### src/rtl/bcd_modn_counter.sv
// rtl/bcd_modn_counter.sv - parametrised packed-BCD modulo-N counter with load, wrap pulse and load-error pulse
//
// Counts 0 .. MODULUS-1 in packed BCD across DIGITS digits (digit 0 in bits [3:0]).
// Optional feature macro: BCD_COUNTER_DOWN_EN
//   defined   -> the up input selects the direction, and down-count/borrow logic is built
//   undefined -> the up input is ignored, and the counter always increments
//
// Ports:
//   clk   in   rising-edge clock
//   rst   in   asynchronous active-high reset, clears q/co/err
//   en    in   count enable
//   up    in   1 = increment, 0 = decrement (only with BCD_COUNTER_DOWN_EN)
//   load  in   synchronous parallel load request, has priority over en
//   d     in   packed BCD load value
//   q     out  registered packed BCD count
//   co    out  registered one-cycle wrap/borrow pulse, for cascading into the next stage's en
//   err   out  registered one-cycle pulse, load value rejected

module bcd_modn_counter #(
  parameter int MODULUS = 24,
  parameter int DIGITS  = 2
) (
  input  logic                  clk,
  input  logic                  rst,
  input  logic                  en,
  input  logic                  up,
  input  logic                  load,
  input  logic [4*DIGITS-1:0]   d,
  output logic [4*DIGITS-1:0]   q,
  output logic                  co,
  output logic                  err
);

  localparam int W = 4 * DIGITS;

  function automatic logic [W-1:0] to_bcd(input int v);
    logic [W-1:0] r;
    int           t;
    r = '0;
    t = v;
    for (int i = 0; i < DIGITS; i++) begin
      r[4*i +: 4] = 4'(t % 10);
      t = t / 10;
    end
    return r;
  endfunction

  // Terminal count in BCD; also the upper bound for accepted load values.
  localparam logic [W-1:0] MAX_BCD = to_bcd(MODULUS - 1);

  logic [W-1:0] r_q;
  logic         r_co;
  logic         r_err;

  logic         w_digits_ok;
  logic         w_load_ok;
  logic [W-1:0] w_inc;
  logic         w_carry;
  logic [W-1:0] w_q_next;
  logic         w_co_next;
  logic         w_err_next;

  // With all digits valid, packed-BCD ordering equals numeric ordering,
  // so value(d) < MODULUS reduces to d <= MAX_BCD.
  always_comb begin
    w_digits_ok = 1'b1;
    for (int i = 0; i < DIGITS; i++) begin
      if (d[4*i +: 4] > 4'd9) w_digits_ok = 1'b0;
    end
    w_load_ok = w_digits_ok && (d <= MAX_BCD);
  end

  // Ripple BCD increment; overflow out of the top digit is never used
  // because the terminal count is handled separately.
  always_comb begin
    w_inc   = r_q;
    w_carry = 1'b1;
    for (int i = 0; i < DIGITS; i++) begin
      if (w_carry) begin
        if (r_q[4*i +: 4] == 4'd9) begin
          w_inc[4*i +: 4] = 4'd0;
        end else begin
          w_inc[4*i +: 4] = r_q[4*i +: 4] + 4'd1;
          w_carry         = 1'b0;
        end
      end
    end
  end

`ifdef BCD_COUNTER_DOWN_EN
  logic [W-1:0] w_dec;
  logic         w_borrow;

  // Ripple BCD decrement; zero is handled separately, so the borrow
  // always terminates inside the digit range.
  always_comb begin
    w_dec    = r_q;
    w_borrow = 1'b1;
    for (int i = 0; i < DIGITS; i++) begin
      if (w_borrow) begin
        if (r_q[4*i +: 4] == 4'd0) begin
          w_dec[4*i +: 4] = 4'd9;
        end else begin
          w_dec[4*i +: 4] = r_q[4*i +: 4] - 4'd1;
          w_borrow        = 1'b0;
        end
      end
    end
  end
`else
  logic w_unused_up;
  assign w_unused_up = up;
`endif

  always_comb begin
    w_q_next   = r_q;
    w_co_next  = 1'b0;
    w_err_next = 1'b0;
    if (load) begin
      // A rejected load still consumes the cycle: no counting.
      if (w_load_ok) w_q_next = d;
      else           w_err_next = 1'b1;
    end else if (en) begin
`ifdef BCD_COUNTER_DOWN_EN
      if (!up) begin
        if (r_q == '0) begin
          w_q_next  = MAX_BCD;
          w_co_next = 1'b1;
        end else begin
          w_q_next = w_dec;
        end
      end else
`endif
      begin
        if (r_q == MAX_BCD) begin
          w_q_next  = '0;
          w_co_next = 1'b1;
        end else begin
          w_q_next = w_inc;
        end
      end
    end
  end

  always_ff @(posedge clk or posedge rst) begin
    if (rst) begin
      r_q   <= '0;
      r_co  <= 1'b0;
      r_err <= 1'b0;
    end else begin
      r_q   <= w_q_next;
      r_co  <= w_co_next;
      r_err <= w_err_next;
    end
  end

  assign q   = r_q;
  assign co  = r_co;
  assign err = r_err;

endmodule
### config.mk
export PLATFORM = sky130hd
export DESIGN_NAME = bcd_modn_counter
export DESIGN_NICKNAME = d
export VERILOG_FILES = /design/src/rtl/bcd_modn_counter.sv
export SDC_FILE = /design/constraint.sdc
export NUM_CORES = 1
export LEC_CHECK = 0
export ABC_AREA = 1
export BUFFER_PORTS_ARGS = -buffer_cell sky130_fd_sc_hd__buf_2
export CAP_MARGIN = 20
export CORE_ASPECT_RATIO = 1.25
export CORE_MARGIN = 2
export CORE_UTILIZATION = 44
export CTS_CLUSTER_SIZE = 28
export DETAILED_ROUTE_END_ITERATION = 12
export HOLD_SLACK_MARGIN = 0.1
export PLACE_DENSITY_LB_ADDON = 0.15
export SLEW_MARGIN = 15
export SYNTH_ARGS = -nofsm -noshare
export SYNTH_HDL_FRONTEND = slang
export SYNTH_SLANG_ARGS = --single-unit
### constraint.sdc
create_clock -name clk -period 1.5 [get_ports clk]
set_clock_uncertainty 0.05 [all_clocks]
set_input_delay 0.225 -clock clk [delete_from_list [all_inputs] [get_ports clk]]
set_output_delay 0.225 -clock clk [all_outputs]
set_load 0.02 [all_outputs]
==> summary.txt, run 1 <==
Outcome
  – Outcome: complete, no violations

Timing
  – Fmax achieved: 716 MHz
  – Fin crit share: 93.1%
  – Final Max Tran Viols: 0
  – Final TNS setup: 0 ps
  – Worst-margin pin slew: 364 ps
  – Final worst path period need: 1400 ps
  – Fin. Hold Viols: 0
  – Smallest hold slack: 224 ps
  – Slew headroom: 75.7%
  – Final setup viols: 0

Synthesis
  – Count of different cell masters after synthesis: 21
  – #FFs+latches synth: 10
  – Register area share after synthesis: 34.3%
  – Synth Warn #: 0
  – Post-synth EDFFs: 0
  – Mapped Nets: 122
  – Prevailing post-synth register cell: dfrtp_1
  – Post-Syn Area: 729 sq um
  – Async set or reset register ratio after synthesis: 100%
  – Avg Cell Area, Syn: 6.82 sq um
  – Cells after Synth: 107

Global route
  – GRT overflow: 0
  – Global-route wire length before repair: 2.82 mm
  – Vias in the first global route: 694
  – Largest net degree at the start of global routing: 12
  – Tot GR Track Use: 19.9%
  – Antenna violations before repair: 0

CTS
  – CTS H-tree lvls: 1
  – Sink Count: 10
  – Clk root buf: clkbuf_4
  – Clk pin slew, worst setup/hold paths: 50 ps
  – CTS buffer count: 3
  – CTS tree: done
  – Max Buffers Root-to-Sink: 2
  – Clk_lat worst skew: 250 ps

Die
  – Initial Utilization: 46.7%
  – Core area: 1560 sq um
  – Die area: 2000 sq um
  – IO Pins: 23
  – Die Y: 49.5 microns
  – Die outline width: 40.4 microns
  – Num rows: 16

Power
  – Peak VDD IR: 925 uV
  – PwrDens: 1160 nW/um^2
  – Leak Pwr: 0.538 nW

Detailed routing
  – Number of DRC markers in iteration 0: 12
  – Routed via count: 754
  – Routed vias/inst: 4.90
  – Wire per inst: 11.2 microns
  – ANT nets after route: 0
  – Drc violations: 0
  – Drt first pass iters: 4
  – Final WL: 1.72 mm

Cells and area
  – Fillers: 171
  – Share of cells above drive strength 1: 32.4%
  – Fin area: 946 sq um
  – Ant diodes: 0
  – Area growth syn-to-layout: 29.7%
  – Nets: 152

Placement
  – RePlAce Congestion: 0.754
  – DP HPWL: 1.31 mm
  – Area post-placement: 868 sq um
  – Number of buffers added on ports: 21

Critical path
  – Crit path max fanout: 7
  – Worst Setup End Kind: flip-flop
  – Max incr delay on CP: 450 ps
  – Crit path kind: flip-flop to flip-flop
  – Internal reg-to-reg setup slack: 100 ps
  – Critical path data arrival time: 1490 ps
  – Crit-path slowest cell: dfrtp_1
  – CP Data Required Time: 1590 ps
  – CP Cell Sequence: inv_2 > nand2_2 > nor2_2 > nand2_4 > nand3_4 > nand2_2 > nand2_1 > nand2_1
  – CP Launch Type: flip-flop

Job
  – Max Cap Viol: 0

Min path
  – Hold Crit Class: input pin to flip-flop
cell usage in the layout (no fill, tap or decap):
cell type	count
buf_2	21
buf_4	3
clkbuf_1	1
clkbuf_4	3
clkinv_1	1
dfrtp_1	9
dfrtp_2	1
dlygate4sd3_1	1
ha_1	1
ha_4	1
inv_1	10
inv_2	2
nand2_1	43
nand2_2	3
nand2_4	1
nand3_1	12
nand3_2	2
nand3_4	1
nand3b_1	1
nand4_1	1
nor2_1	7
nor2_2	1
nor3_1	1
nor3b_4	1
o21ai_1	2
o21ai_2	4
xnor2_1	1
xor2_1	1
final timing paths:
path,startpoint,end,depth (start not counted)
max in group asynchronous,rst,q[0],3
min in group asynchronous,rst,q[3],3
hold reg to reg,q[6],q[6],2
setup reg to reg,q[4],q[5],8
hold / removal,en,co,3
setup / recovery,q[4],q[5],8
synthesized netlist by cell type (2+ instances only):
cell type | instances | area [sq um]
nor2_1 | 7 | 26.3
dfrtp_1 | 10 | 250
o21ai_2 | 4 | 35.0
nand2_1 | 43 | 161
o21ai_1 | 2 | 10.0
inv_2 | 2 | 7.51
nand3_1 | 13 | 65.1
nand2_2 | 3 | 18.8
ha_1 | 2 | 25.0
inv_1 | 10 | 37.5
critical path: cells and delay by family (launching register included):
kind,cells,cell delay (ps)
buffers and inverters,1,120
AND/OR/NAND/NOR,7,670
flip-flops,1,450
report_power, final:
| part | switching [mW] | leakage [nW] | internal [mW] |
|---|---|---|---|
| combinational | 0.303 | 0.397 | 0.195 |
| sequential | 0.0925 | 0.126 | 0.326 |
| clock | 0.0772 | 0.0150 | 0.102 |
| total | 0.473 | 0.538 | 0.622 |
flip-flops by register name (all words and copies together) (netlist names):
name / cells
co: 1
q: 8
err: 1
per-layer routing:
layer | routed length [microns] | part of all wire (%) | vias up | track usage (%)
met5 | 0 | 0 | - | 0
met4 | 0 | 0 | 0 | 1.67
met3 | 60 | 3.5 | 0 | 6.76
met2 | 967 | 56 | 18 | 36.2
met1 | 691 | 40 | 335 | 21.7
li1 | - | - | 401 | -
cell families after synthesis:
group | after synthesis | synth area share [%]
AOI/OAI and AO/OA | 6 | 6.17
buffers and inverters | 14 | 7.38
DFF | 10 | 34.3
and+or+nand+nor | 73 | 46.3
adders and majority gates | 2 | 3.43
xor gates and xnor gates | 2 | 2.40
through the flow:
stage          std cells  total power, mW  setup WS (ps)  util [%]
3_5_place_dp         147            0.887           72.7      55.6
6_report             154             1.10            103      60.6
3_3_place_gp         147            0.874           86.1      55.6
2_1_floorplan        107            0.731           9.18         -
4_1_cts              152             1.08           52.8      57.9
5_1_grt              154             1.20          -21.5      60.6
area by class of cell:
| type | count | area [sq um] | area share [%] |
|---|---|---|---|
| Sequential cell | 10 | 251 | 26.6 |
| Multi-Input combinational cell | 84 | 459 | 48.5 |
| Tap cell | 18 | 22.5 | 2.38 |
| Clock buffer | 4 | 26.3 | 2.78 |
| Timing Repair Buffer | 25 | 138 | 14.6 |
| Inverter | 13 | 48.8 | 5.16 |
what timing repair did:
action	in CTS	in global routing
setup buffers	0	1
endpoints found under the hold margin	10	0
endpoints found under the setup margin	0	8
resized for setup	0	4
hold buffers	1	0
(Power assumes the default switching activity.)
==> inputs of run 2 (changes only) <==
--- a/config.mk
+++ b/config.mk
@@ -13,7 +13,8 @@
 export CORE_UTILIZATION = 44
 export CTS_CLUSTER_SIZE = 28
 export DETAILED_ROUTE_END_ITERATION = 12
-export HOLD_SLACK_MARGIN = 0.1
+export GPL_TIMING_DRIVEN = 0
+export HOLD_SLACK_MARGIN = 0.15
 export PLACE_DENSITY_LB_ADDON = 0.15
 export SLEW_MARGIN = 15
 export SYNTH_ARGS = -nofsm -noshare
==> run 2 against run 1 <==
Net effect:
- clock-buffer cell count unchanged
- non-clock buffer count down 1
- clock power up 31%
- largest power group unchanged
- total power up 2.3%
- worst hold slack worse by 5.1 ps
- first-iteration DRC count up 25%
- via count down 1.6%
- register-to-register slack about the same
- wire length down 6.2%
==> summary.txt, run 2 (same netlist as run 1, synthesis figures left out) <==
Outcome
  – Outcome: complete, no violations

Critical path
  – CP Launch Type: flip-flop
  – Crit path max fanout: 9 (+2)
  – Crit-path most repeated cell: nand2_1
  – CP Cell Sequence: ha_4 > nor3b_4 > nand2_4 > nand3_4 > o21ai_2 > nand2_1 > nand2_1
  – Max incr delay on CP: 460 ps (about the same)
  – Crit-path leading delay family: simple AND/OR/NAND/NOR gates
  – Critical path data arrival time: 1550 ps (+60 ps)
  – CP Data Required Time: 1650 ps (+60 ps)
  – Crit path kind: flip-flop to flip-flop
  – Worst Setup End Kind: flip-flop
  – Crit path buffers/inverters: 0 (-1)
  – Crit-path slowest cell: dfrtp_2

Placement
  – DP HPWL: 1.27 mm (-2.7%)
  – Placed cell count: 146 (-0.68%)
  – Number of buffers added on ports: 21 (unchanged)
  – RePlAce Congestion: 0.754 (about the same)
  – Area post-placement: 858 sq um (-1.2%)

Min path
  – Hold Crit Class: input pin to flip-flop

Timing
  – Fmax achieved: 713 MHz (-0.46%)
  – Final worst path period need: 1400 ps (+6.41 ps)
  – Final TNS setup: 0 ps (unchanged)
  – Fin. Hold Viols: 0 (unchanged)
  – RSZ-0062 raised after global routing: false
  – Final Max Tran Viols: 0 (unchanged)
  – Slew headroom: 75.7% (about the same)
  – Fin crit share: 93.6% (+0.43 points)
  – Worst-margin pin slew: 364 ps (-0.527 ps)
  – Final setup viols: 0 (unchanged)

Cells and area
  – Fillers: 151 (-12%)
  – Max reg flops: 8 (unchanged)
  – Area growth syn-to-layout: 27.8%
  – Fin area: 932 sq um (-1.5%)
  – Leading cell type in the layout, fill and taps excluded: nand2_1
  – Nets: 150 (-1.3%)
  – Ant diodes: 0 (unchanged)
  – Most frequent cells in the layout: 43 x nand2_1, 22 x buf_2, 13 x nand3_1, 10 x inv_1, 8 x dfrtp_1
  – Share of cells above drive strength 1: 32.1% (-0.26 points)
  – Post-route insts no fill: 152 (-1.3%)

CTS
  – Max Buffers Root-to-Sink: 2 (unchanged)
  – CTS H-tree lvls: 1 (unchanged)
  – Clk pin slew, worst setup/hold paths: 60 ps (about the same)
  – Clk root buf: clkbuf_4
  – CTS buffer count: 3 (unchanged)
  – Sink Count: 10 (unchanged)
  – Clk_lat worst skew: 260 ps (about the same)
  – CTS tree: done

Global route
  – Largest net degree at the start of global routing: 11 (-1)
  – Met3 Use GR: 5.41% (-1.4 points)
  – Vias in the first global route: 631 (-9.1%)
  – Tot GR Track Use: 18.9% (-1.0 points)
  – Most used routing layer: met2
  – Global-route wire length before repair: 2.60 mm (-7.6%)
  – GRT overflow: 0 (unchanged)
  – M1 GR Usage: 22.4% (+0.64 points)
  – Antenna violations before repair: 0 (unchanged)
  – M2 GR Usage: 31.7% (-4.5 points)

Detailed routing
  – Number of DRC markers in iteration 0: 15 (+3)
  – Routed vias/inst: 4.88 (-0.30%)
  – Wire per inst: 10.6 microns (-4.9%)
  – ANT nets after route: 0 (unchanged)
  – Final WL: 1.61 mm (-6.2%)
  – Drt first pass iters: 4 (unchanged)
  – Routed via count: 742 (-1.6%)
  – Drc violations: 0 (unchanged)

Power
  – Leak Pwr: 0.529 nW (-1.7%)
  – PwrDens: 1200 nW/um^2 (+3.8%)
  – Peak VDD IR: 808 uV (-13%)

Die
  – Die Y: 49.5 microns (unchanged)
  – Die area: 2000 sq um (unchanged)
  – Die outline width: 40.4 microns (unchanged)
  – Initial Utilization: 46.7% (unchanged)
  – Num rows: 16 (unchanged)
  – Core area: 1560 sq um (unchanged)
  – IO Pins: 23 (unchanged)

Job
  – Max Cap Viol: 0 (unchanged)
==> run 2: final timing paths <==
path                            slack (ps)    to  cells past startpoint  startpoint
worst max-delay path                   100  q[0]                      7        q[0]
worst min register to register         520  q[6]                      2        q[6]
max in group asynchronous              690  q[1]                      3         rst
worst min-delay path                   220    co                      3          en
min in group asynchronous              420  q[5]                      3         rst
worst max register to register         100  q[0]                      7        q[0]
==> run 2: per-stage QoR <==
step / hold WS, ps / power, mW / utilization [%] / worst slack [ps]
3_5_place_dp: 155 / 0.866 / 55.0 / 9.49
5_1_grt: 227 / 1.22 / 59.7 / 4.32
6_report: 219 / 1.12 / 59.7 / 96.6
4_1_cts: 217 / 1.11 / 58.3 / 9.66
2_1_floorplan: 15.1 / 0.731 / - / 9.18
3_3_place_gp: 151 / 0.857 / 55.0 / 36.8
==> run 2: tightest hold or removal path, cell delays in order <==
cell and delay (ps):
buf_2 90, nand2_1 100, nor3_1 70
==> run 2: final cells by class <==
class | instances | area, sq um | area share, %
multi-input cells | 83 | 444 | 47.7
plain buffers | 1 | 5.00 | 0.537
inverters | 13 | 48.8 | 5.23
flip-flops and latches | 10 | 253 | 27.1
clock buffers | 4 | 36.3 | 3.89
repair buffers | 23 | 123 | 13.2
well taps | 18 | 22.5 | 2.42
==> run 2: metal layers <==
metal | wire length [microns] | vias up | share of wire (%)
li1 | - | 393 | -
met2 | 881 | 15 | 55
met1 | 688 | 334 | 43
met5 | 0 | - | 0
met3 | 43 | 0 | 2.7
met4 | 0 | 0 | 0
==> run 2: power breakdown <==
group | internal (mW) | total, mW | switching, mW
sequential | 0.327 | 0.429 | 0.103
combinational | 0.178 | 0.457 | 0.279
clock | 0.147 | 0.235 | 0.0874
==> run 2: timing repair <==
item,in CTS,in global routing
hold endpoints to repair,10,0
setup buffers,0,1
setup endpoints to repair,5,8
resized for setup,1,3
hold buffers,1,0
==> inputs of run 3 (changes only) <==
--- a/config.mk
+++ b/config.mk
@@ -14,8 +14,9 @@
 export CTS_CLUSTER_SIZE = 28
 export DETAILED_ROUTE_END_ITERATION = 12
 export GPL_TIMING_DRIVEN = 0
-export HOLD_SLACK_MARGIN = 0.15
+export HOLD_SLACK_MARGIN = 0.1
 export PLACE_DENSITY_LB_ADDON = 0.15
+export SETUP_SLACK_MARGIN = 0.1
 export SLEW_MARGIN = 15
 export SYNTH_ARGS = -nofsm -noshare
 export SYNTH_HDL_FRONTEND = slang
==> run 3 against run 2 <==
Net effect:
- flip-flop and latch count unchanged
- maximum frequency up 0.94%
- register-to-register slack hardly changed
- cell count is 2.6% higher
- sequential share of layout area down 1.2 points
- clock power grew 4%
- sequential power barely moved
- critical path type unchanged
- worst hold slack got worse by 11 ps
- largest power group unchanged
- critical path depth stayed put
- largest cell class unchanged
- die area did not move
- cell area rose by 5.2%
==> summary.txt, run 3 (same netlist as run 1, synthesis figures left out) <==
Timing
  – Worst-margin pin slew: 397 ps (+33.1 ps)
  – Fin. Hold Viols: 0 (unchanged)
  – RSZ-0062 raised after global routing: true
  – Fmax achieved: 719 MHz (+0.94%)
  – Final setup viols: 0 (unchanged)
  – Fin crit share: 92.7% (-0.87 points)
  – Final TNS setup: 0 ps (unchanged)
  – Final Max Tran Viols: 0 (unchanged)
  – Final worst path period need: 1390 ps (-13.0 ps)
  – Slew headroom: 73.5% (-2.2 points)

Detailed routing
  – Wire per inst: 11.9 microns (+12%)
  – Routed via count: 775 (+4.4%)
  – Drt first pass iters: 4 (unchanged)
  – Final WL: 1.86 mm (+15%)
  – Number of DRC markers in iteration 0: 19 (+4)
  – Drc violations: 0 (unchanged)
  – ANT nets after route: 0 (unchanged)
  – Routed vias/inst: 4.97 (+1.8%)

CTS
  – CTS H-tree lvls: 1 (unchanged)
  – Clk_lat worst skew: 270 ps (about the same)
  – Sink Count: 10 (unchanged)
  – CTS tree: done
  – Clk root buf: clkbuf_4
  – Clk pin slew, worst setup/hold paths: 70 ps (about the same)
  – CTS buffer count: 3 (unchanged)
  – Max Buffers Root-to-Sink: 2 (unchanged)

Cells and area
  – Fin area: 981 sq um (+5.2%)
  – Reg area: 254 sq um (+0.50%)
  – Nets: 154 (+2.7%)
  – Share of cells above drive strength 1: 37.0% (+4.9 points)
  – Fillers: 156 (+3.3%)
  – Max reg flops: 8 (unchanged)
  – Area growth syn-to-layout: 34.5%
  – Leading cell type in the layout, fill and taps excluded: nand2_1
  – Multi-input gate area: 469 sq um (+5.6%)
  – Ant diodes: 0 (unchanged)
  – Most frequent cells in the layout: 41 x nand2_1, 22 x buf_2, 12 x nand3_1, 10 x inv_1

Outcome
  – Outcome: complete, no violations

Die
  – Core area: 1560 sq um (unchanged)
  – Die area: 2000 sq um (unchanged)
  – Num rows: 16 (unchanged)
  – IO Pins: 23 (unchanged)
  – Initial Utilization: 46.7% (unchanged)
  – Die outline width: 40.4 microns (unchanged)
  – Die Y: 49.5 microns (unchanged)

Power
  – Power share of the clock group: 20.8% (about the same)
  – Internal Power: 0.673 mW (+3.3%)
  – Sw Pwr: 0.502 mW (+7.0%)
  – PwrDens: 1200 nW/um^2 (-0.39%)
  – Sequential power share: 36.8% (-1.5 points)
  – Peak VDD IR: 734 uV (-9.1%)
  – Switching Fraction: 42.7% (+0.86 points)
  – Comb pwr share: 42.4% (+1.6 points)
  – Leak Pwr: 0.557 nW (+5.2%)

Placement
  – RePlAce Congestion: 0.739 (-2.0%)
  – Number of buffers added on ports: 21 (unchanged)
  – DP HPWL: 1.31 mm (+3.0%)
  – Area post-placement: 878 sq um (+2.3%)

Global route
  – Largest net degree at the start of global routing: 11 (unchanged)
  – Vias in the first global route: 689 (+9.2%)
  – Global-route wire length before repair: 3.00 mm (+15%)
  – Antenna violations before repair: 0 (unchanged)
  – GRT overflow: 0 (unchanged)
  – Tot GR Track Use: 21.8% (+2.9 points)

Critical path
  – CP Launch Type: flip-flop
  – Crit path max fanout: 5 (-4)
  – Crit path kind: flip-flop to flip-flop
  – CP Data Required Time: 1660 ps (about the same)
  – Critical path data arrival time: 1550 ps (about the same)
  – Worst Setup End Kind: flip-flop

Job
  – Max Cap Viol: 0 (unchanged)

Min path
  – Hold Crit Class: input pin to flip-flop
## run 3: area by class of cell
type	instances	share of cell area, %
multi-input combinational	84	47.8
tap	18	2.30
inverter	13	4.97
timing repair buffer	26	14.8
clock buffer	4	3.70
buffer	1	0.510
sequential	10	25.9
## run 3: critical path, cell delays in order (launching register included)
cell and delay [ps]:
dfrtp_2 450, ha_4 180, nor3b_4 150, nand2_4 90, nand3_4 130, o21ai_2 160, nand2_1 60, nand2_1 60
## run 3: path summary, 6_finish.rpt
check	startpoint	end	slack, ps	depth (start not counted)
setup reg to reg	q[0]	q[0]	110	7
max in group asynchronous	rst	q[1]	660	3
hold reg to reg	q[7]	q[7]	520	2
hold / removal	d[6]	err	210	5
setup / recovery	q[0]	q[0]	110	7
min in group asynchronous	rst	co	440	3
## run 3: power by group through the flow
stage               Sequential (mW)  Clock, mW  Combinational (mW)
floorplan                     0.484          0               0.263
global placement              0.432          0               0.443
detailed placement            0.436          0               0.454
CTS                           0.428      0.252               0.474
global route                  0.440      0.269               0.558
finish                        0.432      0.244               0.498
## run 3: timing repair
action,in CTS,in global routing
setup buffers,1,3
pin swaps,1,4
endpoints found under the setup margin,8,8
cloned,1,0
endpoints found under the hold margin,10,0
hold buffers,1,0
resized for setup,0,5
## run 3: metal layers
metal  global-route usage, %  wire length [microns]
met1                    25.1                    734
met2                    38.1                   1020
met3                    8.11                    106
met4                    1.67                      0
met5                       0                      0
## run 3: per-stage QoR
stage               setup WS [ps]  total power [mW]  std cells  hold slack [ps]  util (%)
floorplan                     118             0.747        107             15.0         -
global placement              107             0.875        146              158      56.3
detailed placement           70.7             0.890        146              176      56.3
CTS                           103              1.15        153              205      60.3
global route                 7.50              1.27        156              213      62.8
finish                        110              1.17        156              209      62.8
